## src/rtl/uart_pkg.sv

```systemverilog
// Shared types and constants for the UART transmit scheduler.
package uart_pkg;

  // Serialiser frame phases.
  typedef enum logic [1:0] {
    IDLE  = 2'd0,
    START = 2'd1,
    DATA  = 2'd2,
    STOP  = 2'd3
  } tx_state_e;

  // Byte that ends a text line and releases the line lock.
  localparam logic [7:0] UART_NEWLINE = 8'h0A;

  // Requester index: 0 = CPU MMIO, 1 = debug/trace.
  typedef logic req_id_t;

  // Baud counter width, never narrower than one bit.
  function automatic int baud_cnt_w(input int clks_per_bit);
    return (clks_per_bit <= 2) ? 1 : $clog2(clks_per_bit);
  endfunction

endpackage

```

## src/rtl/uart_tx_serializer.sv

```systemverilog
// 8N1/8N2 byte serialiser: registered line output, LSB first.
module uart_tx_serializer
  import uart_pkg::*;
#(
  parameter int CLKS_PER_BIT = 1,
  parameter int STOP_BITS    = 1
) (
  input  logic       clk,
  input  logic       rst_n,
  input  logic       in_valid,
  input  logic [7:0] in_data,
  output logic       in_ready,
  output logic       tx
);

  localparam int              CW        = baud_cnt_w(CLKS_PER_BIT);
  localparam logic [CW-1:0]   BAUD_LAST = CW'(CLKS_PER_BIT - 1);
  localparam logic [2:0]      STOP_LAST = 3'(STOP_BITS - 1);

  tx_state_e       state;
  logic [CW-1:0]   baud_cnt;
  logic [2:0]      bit_idx;   // data bit in DATA, stop bit in STOP
  logic [7:0]      shreg;

  assign in_ready = (state == IDLE);

  // Frame sequencer: each bit lasts CLKS_PER_BIT cycles; tx is updated one
  // cycle ahead so it is a clean register output.
  always_ff @(posedge clk or negedge rst_n) begin
    if (!rst_n) begin
      state    <= IDLE;
      baud_cnt <= '0;
      bit_idx  <= '0;
      shreg    <= '0;
      tx       <= 1'b1;
    end else begin
      case (state)
        IDLE: begin
          tx       <= 1'b1;
          baud_cnt <= '0;
          bit_idx  <= '0;
          if (in_valid) begin
            state <= START;
            shreg <= in_data;
            tx    <= 1'b0;
          end
        end
        START: begin
          if (baud_cnt == BAUD_LAST) begin
            baud_cnt <= '0;
            bit_idx  <= '0;
            state    <= DATA;
            tx       <= shreg[0];
          end else begin
            baud_cnt <= baud_cnt + CW'(1);
          end
        end
        DATA: begin
          if (baud_cnt == BAUD_LAST) begin
            baud_cnt <= '0;
            if (bit_idx == 3'd7) begin
              bit_idx <= '0;
              state   <= STOP;
              tx      <= 1'b1;
            end else begin
              bit_idx <= bit_idx + 3'd1;
              shreg   <= {1'b0, shreg[7:1]};
              tx      <= shreg[1];
            end
          end else begin
            baud_cnt <= baud_cnt + CW'(1);
          end
        end
        STOP: begin
          tx <= 1'b1;
          if (baud_cnt == BAUD_LAST) begin
            baud_cnt <= '0;
            if (bit_idx == STOP_LAST) begin
              bit_idx <= '0;
              state   <= IDLE;
            end else begin
              bit_idx <= bit_idx + 3'd1;
            end
          end else begin
            baud_cnt <= baud_cnt + CW'(1);
          end
        end
        default: begin
          state <= IDLE;
          tx    <= 1'b1;
        end
      endcase
    end
  end

endmodule

```

## src/rtl/uart_tx_sched.sv

```systemverilog
// Two-requester UART transmit scheduler: round-robin arbitration with
// line-granular locking and an idle timeout, feeding one serialiser.
module uart_tx_sched
  import uart_pkg::*;
#(
  parameter int CLKS_PER_BIT = 1,
  parameter int STOP_BITS    = 1,
  parameter int LOCK_TIMEOUT = 256
) (
  input  logic       clk,
  input  logic       rst_n,
  input  logic       req0_valid,
  input  logic [7:0] req0_data,
  output logic       req0_ready,
  input  logic       req1_valid,
  input  logic [7:0] req1_data,
  output logic       req1_ready,
  output logic       uart_tx,
  output logic       busy,
  output logic       owner
);

  if (CLKS_PER_BIT < 1) begin : g_bad_cpb
    $error("uart_tx_sched: CLKS_PER_BIT must be >= 1");
  end
  if (STOP_BITS < 1 || STOP_BITS > 2) begin : g_bad_stop
    $error("uart_tx_sched: STOP_BITS must be 1 or 2");
  end
  if (LOCK_TIMEOUT < 1) begin : g_bad_to
    $error("uart_tx_sched: LOCK_TIMEOUT must be >= 1");
  end

  localparam int            TW      = $clog2(LOCK_TIMEOUT + 1);
  localparam logic [TW-1:0] TO_LAST = TW'(LOCK_TIMEOUT);

  logic          lock;
  req_id_t       owner_q;
  req_id_t       rr_ptr;     // requester favoured when both compete
  logic [TW-1:0] to_cnt;

  logic          ser_ready;
  logic          elig0, elig1;
  req_id_t       sel;
  logic          sel_valid;
  logic [7:0]    sel_data;
  logic          accept;
  logic          owner_valid;

  // Eligibility and selection: a held lock shuts out the non-owner.
  always_comb begin
    elig0 = req0_valid && (!lock || owner_q == 1'b0);
    elig1 = req1_valid && (!lock || owner_q == 1'b1);
    if (elig0 && elig1) sel = rr_ptr;
    else if (elig1)     sel = 1'b1;
    else                sel = 1'b0;
    sel_valid   = sel ? elig1 : elig0;
    sel_data    = sel ? req1_data : req0_data;
    owner_valid = owner_q ? req1_valid : req0_valid;
  end

  // rst_n gating keeps ready low while reset is asserted, even though the
  // serialiser already reports IDLE.
  assign accept     = rst_n && ser_ready && sel_valid;
  assign req0_ready = accept && (sel == 1'b0);
  assign req1_ready = accept && (sel == 1'b1);

  // Lock, owner, round-robin pointer and idle-timeout bookkeeping.
  always_ff @(posedge clk or negedge rst_n) begin
    if (!rst_n) begin
      lock    <= 1'b0;
      owner_q <= 1'b0;
      rr_ptr  <= 1'b0;
      to_cnt  <= '0;
    end else if (accept) begin
      lock    <= (sel_data != UART_NEWLINE);
      owner_q <= sel;
      rr_ptr  <= ~sel;
      to_cnt  <= '0;
    end else if (lock && ser_ready && !owner_valid) begin
      if (to_cnt == TO_LAST) begin
        lock   <= 1'b0;
        to_cnt <= '0;
      end else begin
        to_cnt <= to_cnt + TW'(1);
      end
    end else begin
      to_cnt <= '0;
    end
  end

  uart_tx_serializer #(
    .CLKS_PER_BIT (CLKS_PER_BIT),
    .STOP_BITS    (STOP_BITS)
  ) u_ser (
    .clk      (clk),
    .rst_n    (rst_n),
    .in_valid (accept),
    .in_data  (sel_data),
    .in_ready (ser_ready),
    .tx       (uart_tx)
  );

  assign busy  = !ser_ready || lock;
  assign owner = owner_q;

endmodule

```

## config.mk

```make
export PLATFORM = sky130hd
export DESIGN_NAME = uart_tx_sched
export DESIGN_NICKNAME = d
export VERILOG_FILES = /design/src/rtl/uart_pkg.sv /design/src/rtl/uart_tx_serializer.sv /design/src/rtl/uart_tx_sched.sv
export SDC_FILE = /design/constraint.sdc
export NUM_CORES = 1
export LEC_CHECK = 0
export CORE_MARGIN = 1
export CORE_UTILIZATION = 40
export CTS_CLUSTER_SIZE = 10
export DETAILED_ROUTE_END_ITERATION = 12
export PLACE_DENSITY = 0.65
export RECOVER_POWER = 100
export SLEW_MARGIN = 15
export SYNTH_ARGS = -nofsm -noshare
export SYNTH_HDL_FRONTEND = slang
export SYNTH_SLANG_ARGS = --single-unit
```

## constraint.sdc

```tcl
create_clock -name clk -period 2.14 [get_ports clk]
set_input_delay 0.428 -clock clk [delete_from_list [all_inputs] [get_ports clk]]
set_output_delay 0.428 -clock clk [all_outputs]
set_load 0.01 [all_outputs]
```

# --- Word level (Yosys, flattened, before mapping) ---
# Cells that the tools add are included.
classes:
  mux: 35
  n_eq_ne: 13
  bitwise_logic: 2
  n_addsub: 3
  reduce_logical: 26
ops:
  columns: ["cell", "n"]
  rows:
  - ["$mux W8", 4]
  - ["$mux W9", 3]
  - ["$pmux W8 S2", 1]
  - ["$mux W3", 5]
  - ["$mux W1", 12]
  - ["$mux W2", 6]
  - ["$pmux W3 S4", 1]
  - ["$add A9 B1 Y9 const B", 1]
  - ["$eq A9 B9 Y1 const B", 1]
  - ["$logic_and A1 B1 Y1", 9]
  - ["$ne A2 B2 Y1 const B", 4]
  - ["$ne A8 B4 Y1 const B", 1]
  - ["$pmux W2 S4", 1]
  - ["$ne A2 B1 Y1 const B", 3]
  - ["$reduce_and A6 Y1", 1]
  - ["$reduce_bool A2 Y1", 3]
  - ["$eq A2 B2 Y1 const B", 2]
  - ["$pmux W1 S4", 1]
  - ["$reduce_and A2 Y1", 2]
  - ["$reduce_and A4 Y1", 1]
  - ["$add A3 B1 Y3 const B", 1]
  - ["$eq A3 B3 Y1 const B", 1]
  - ["$logic_not A1 Y1", 3]
  - ["$logic_not A3 Y1", 1]
  - ["8 further kinds", 11]
totals:
  elab_cells: 88
  ff_bits: 27
  out_inout_bits: 5
  in_bits: 20

# --- Logic depth before layout (Yosys ltp) ---
depth:
  word_depth: 9
  mapped_depth: 8
  depth_no_buf: 7

# --- Modules after synthesis ---
# A second synthesis with hierarchy kept.
unflattened:
  cells_unflattened: 146
  area_unflattened_um2: 1571.5
modules_own_cells:
  columns: ["mod", "seq_area_each_um2", "area_each_um2", "cells_each", "instances"]
  rows:
  - ["uart_tx_serializer", 351.6, 792.0, 64, 1]
  - ["uart_tx_sched", 300.3, 779.5, 82, 1]

# --- Worst setup path before layout ---
# No wires, ideal clock.
synth_path:
  path_kind: "reg-to-output"
  from: "register u_ser.state[0]"
  to: "output req1_ready"
  path_stages_with_launch: 8
  path_slack_ps: 334
  arrival_ps: 1378
  required_ps: 1712
  path_buffers: 1
  path_cell_list: "dfrtp_1 inv_1 ha_1 nand3_2 nor2_4 buf_4 nand2_1 inv_1"
synth_via:
  elab_chain_len: 4
synth_rtl:
  columns: ["element", "line", "text"]
  rows:
  - ["start, declared", "uart_tx_serializer.sv:20", "tx_state_e state;"]
  - ["start signal, assigned", "uart_tx_serializer.sv:31", "state <= IDLE;"]
  - ["start signal, assigned", "uart_tx_serializer.sv:43", "state <= START;"]
  - ["start signal, assigned", "uart_tx_serializer.sv:52", "state <= DATA;"]
  - ["$logic_not A2 Y1", "uart_tx_serializer.sv:25", "assign in_ready = (state == IDLE);"]
  - ["$logic_and A1 B1 Y1 (2 in a row)", "uart_tx_sched.sv:63", "assign accept = rst_n && ser_ready && sel_valid;"]
  - ["$logic_and A1 B1 Y1", "uart_tx_sched.sv:65", "assign req1_ready = accept && (sel == 1'b1);"]
  - ["end, declared", "uart_tx_sched.sv:17", "output logic req1_ready,"]
# No other way between the ends.

# --- Final worst setup path ---
layout_path:
  from: "input rst_n"
  to: "output req1_ready"
layout_via:
  elab_chain_len: 3
layout_rtl:
  columns: ["element", "line", "text"]
  rows:
  - ["start, declared", "uart_tx_sched.sv:11", "input logic rst_n,"]
  - ["$logic_and A1 B1 Y1 (2 in a row)", "uart_tx_sched.sv:63", null]
  - ["$logic_and A1 B1 Y1", "uart_tx_sched.sv:65", null]
# No other way between the ends.

==> metrics.csv <==
stage,metric,value,unit
critical_path,worstSetupStartpointType,primary input,
power_and_ir_drop,finalPower,2.45,mW
power_and_ir_drop,power_density,1090,mW/mm^2
floorplan,start_util,0.424,
floorplan,core_area,0.00406,mm^2
yosys,ys_seq_elements,26,
yosys,yosysTopAreaCell,dfrtp_1,
critical_path,path_buf_inv,3,
clock_network,cts_max_path_buffers,2,
drt,drc,0,
drt,dr.max_layer_used,met4,
drt,dr_total_vias,1472,
final_layout,nets,256,
yosys,synth_ff_type,dfrtp_1,
placed_design,dpl.hpwl,3.03,mm
min_path,hp-start,u_ser.bit_idx[0]$_DFF_PN0_,
grt,grt_pass1_vias,1476,
timing,layout_setup_ws,0.112,ns
drt,drt_iter0_markers,55,
clock_network,insertion_delay,0.28,ns
final_layout,diodes,0,
yosys,yosys-top-cells-area,"dfrtp_1, ha_1, nor2_1",
critical_path,slowest_stage,dlygate4sd3_1,
yosys,synth_top_area_frac,0.364,
floorplan,rows,23,
floorplan,die-area,0.00457,mm^2
final_layout,instances_no_fill,275,
critical_path,r2r_cells,12,
drt,route.met3.wl,110,um
flow_run,cap_violations,0,
timing,fmax,0.493,GHz
drt,routed_via_density,5.35,
grt,gr-usage-all-layers,0.198,
clock_network,cts_root_buf,clkbuf_8,
floorplan,die_y,67.6,um
clock_network,cts_buffers,3,
critical_path,r2r-start,u_ser.state[1]$_DFFE_PN0P_,
clock_network,clk_pin_slew,0.09,ns
floorplan,pin_count,25,
timing,hold_violations,0,
timing,rsz0062_at_grt,no,
drt,drt-total-wl,4.11,mm
critical_path,rrSetupSlack,0.21,ns
clock_network,cts_tree,yes,
grt,grt_max_degree,27,
drt,antenna_left,0,
timing,min_period,2.03,ns
placed_design,portBuffers,24,
final_layout,area_growth,30.1,%
clock_network,ctsHoldBuffers,0,
drt,avgRoutedWirePerCell,14.9,um
timing,final.setup.tns,0,ns
power_and_ir_drop,vdd_drop_max,0.399,mV
timing,post-route-period-util,0.948,
floorplan,die_x,67.6,um
timing,slew_headroom,0.543,
critical_path,cpPeakStageDelay,0.57,ns
critical_path,crit_path_cell_trace,dlygate4sd3_1 -> nand3_2 -> nor2_4 -> nand2_1 -> inv_1 -> dlygate4sd2_1,
critical_path,endpoint_kind,output pin,
critical_path,cp_data_arrival_time,1.60,ns
critical_path,worst-path-stages,6,
grt,antenna_found_initial,0,
timing,tightest_slew,0.686,ns
grt,grt_remaining_overflow,0,
yosys,synth.yosys.warnings,0,
drt,drtPass1Iterations,4,
final_layout,drive_gt1_frac,0.169,
placed_design,placed_area,0.00212,mm^2
yosys,yosysSeqAreaShare,0.379,
min_path,hold_path_depth,1,
placed_design,place_ws,-0.385,ns
critical_path,cp_max_fo,2,
grt,grt_pass1_wl,6.76,mm
placed_design,gp_congestion,0.708,
critical_path,path_class,primary input to output pin,
yosys,synth-async-reset-ratio,1.00,
timing,setup_viol,0,
critical_path,cp_top_family,buffers and inverters,
status,outcome,completed,
yosys,synth_edf_count,0,
clock_network,clock_sinks,26,
power_and_ir_drop,power.leakage,0.962,nW
final_layout,design_area,0.00224,mm^2
yosys,syn-cell-area,0.00172,mm^2
yosys,synth_nets,209,
critical_path,required,1.71,ns
drt,wl_met1,1.91,mm
min_path,hp-class,flop to flop,
yosys,synth_cell_type_count,41,
yosys,avgSynthCellArea,9.61,um^2
drt,wl_met2,2.07,mm
timing,slew_violations,0,
timing,fin_skew,0.0134,ns
clock_network,h-tree-depth,1,
placed_design,placedCellCount,265,
critical_path,cp-startpoint,rst_n,
yosys,synth_cells,179,
-- final cells by class --
type,instances,area [um^2]
multi-input cells,135,1010
well taps,50,62.6
inverters,13,48.8
fillers,361,1820
flip-flops and latches,26,652
clock inverters,1,30.0
repair buffers,47,392
clock buffers,3,41.3
-- per-layer routing --
layer,vias up,GRT usage
met1,715,0.247
met4,0,0.0585
met3,2,0.0405
li1,733,-
met5,-,0
met2,22,0.338
-- power breakdown --
| part | total, mW | switching [mW] | leakage [nW] | internal, mW |
|---|---|---|---|---|
| registers | 0.799 | 0.141 | 0.331 | 0.658 |
| logic | 1.24 | 0.653 | 0.595 | 0.585 |
| clock network | 0.413 | 0.163 | 0.0357 | 0.250 |
-- synthesized netlist by cell type, types with 2 or more instances --
master / number
a211oi_1: 5
a211oi_2: 3
a21oi_1: 3
and2_1: 2
and3_1: 2
clkbuf_1: 3
dfrtp_1: 25
ha_1: 10
inv_1: 12
mux2_1: 7
mux2i_1: 8
nand2_1: 9
nand2b_1: 2
nand3_1: 5
nand3b_1: 2
nand4_1: 2
nor2_1: 22
nor2b_1: 6
nor4_1: 6
nor4b_1: 6
o21a_1: 8
o21ai_0: 6
o21ai_1: 2
xor2_1: 6
-- stage by stage --
stage                     hold slack [ns]   util
final                               0.471  0.552
after CTS                           0.474  0.551
after floorplan                     0.132      -
after global placement              0.443  0.523
after detailed placement            0.456  0.523
after global routing                0.486  0.552
-- registers in the layout (all words and copies together), names as in the netlist --
signal	flops
u_ser.state	2
u_ser.bit_idx	3
to_cnt	9
u_ser.shreg	8
u_ser.tx	1
owner	1
lock	1
rr_ptr	1
-- cell families after synthesis --
family                   synth area share
multiplexers                       0.0924
AO/OA/AOI/OAI                       0.160
buffers and inverters              0.0458
AND/OR/NAND/NOR                     0.215
XOR/XNOR                           0.0356
flip-flops                          0.379
adder cells (fa/ha/maj)            0.0727
-- worst paths after layout --
check                                                  end
worst max-delay path                            req1_ready
worst min-delay path            u_ser.bit_idx[0]$_DFF_PN0_
worst max register to register          rr_ptr$_DFFE_PN0N_
worst min register to register  u_ser.bit_idx[0]$_DFF_PN0_
max in group asynchronous              to_cnt[7]$_DFF_PN0_
min in group asynchronous               rr_ptr$_DFFE_PN0N_
-- placed cells by master, fill, tap and decap left out, types with 2 or more instances in the layout --
| cell | instances |
|---|---|
| and3_1 | 2 |
| nand3b_1 | 2 |
| clkbuf_2 | 3 |
| clkbuf_1 | 3 |
| a21oi_1 | 2 |
| o21a_1 | 8 |
| ha_1 | 9 |
| buf_4 | 18 |
| nor2_1 | 22 |
| and2_1 | 2 |
| o21ai_0 | 7 |
| dfrtp_1 | 25 |
| clkdlybuf4s50_1 | 17 |
| a211oi_2 | 2 |
| nand2_1 | 9 |
| nand2b_1 | 2 |
| mux2i_1 | 8 |
| dlygate4sd3_1 | 3 |
| nand3_1 | 5 |
| inv_2 | 3 |
| mux2_1 | 7 |
| inv_1 | 10 |
| clkbuf_8 | 3 |
| nor2b_1 | 6 |
| a211oi_1 | 6 |
| nor4_1 | 6 |
| nor4b_1 | 6 |
| xor2_1 | 6 |
| dlygate4sd2_1 | 2 |
| nand4_1 | 2 |
-- repair_timing --
item,4_1_cts,5_1_grt
pin swaps,2,0
cloned,0,0
setup buffers,6,0
gates resized for setup,8,5
endpoints found under the setup margin,4,7
Note: power is estimated with default switching activity, not from simulation.
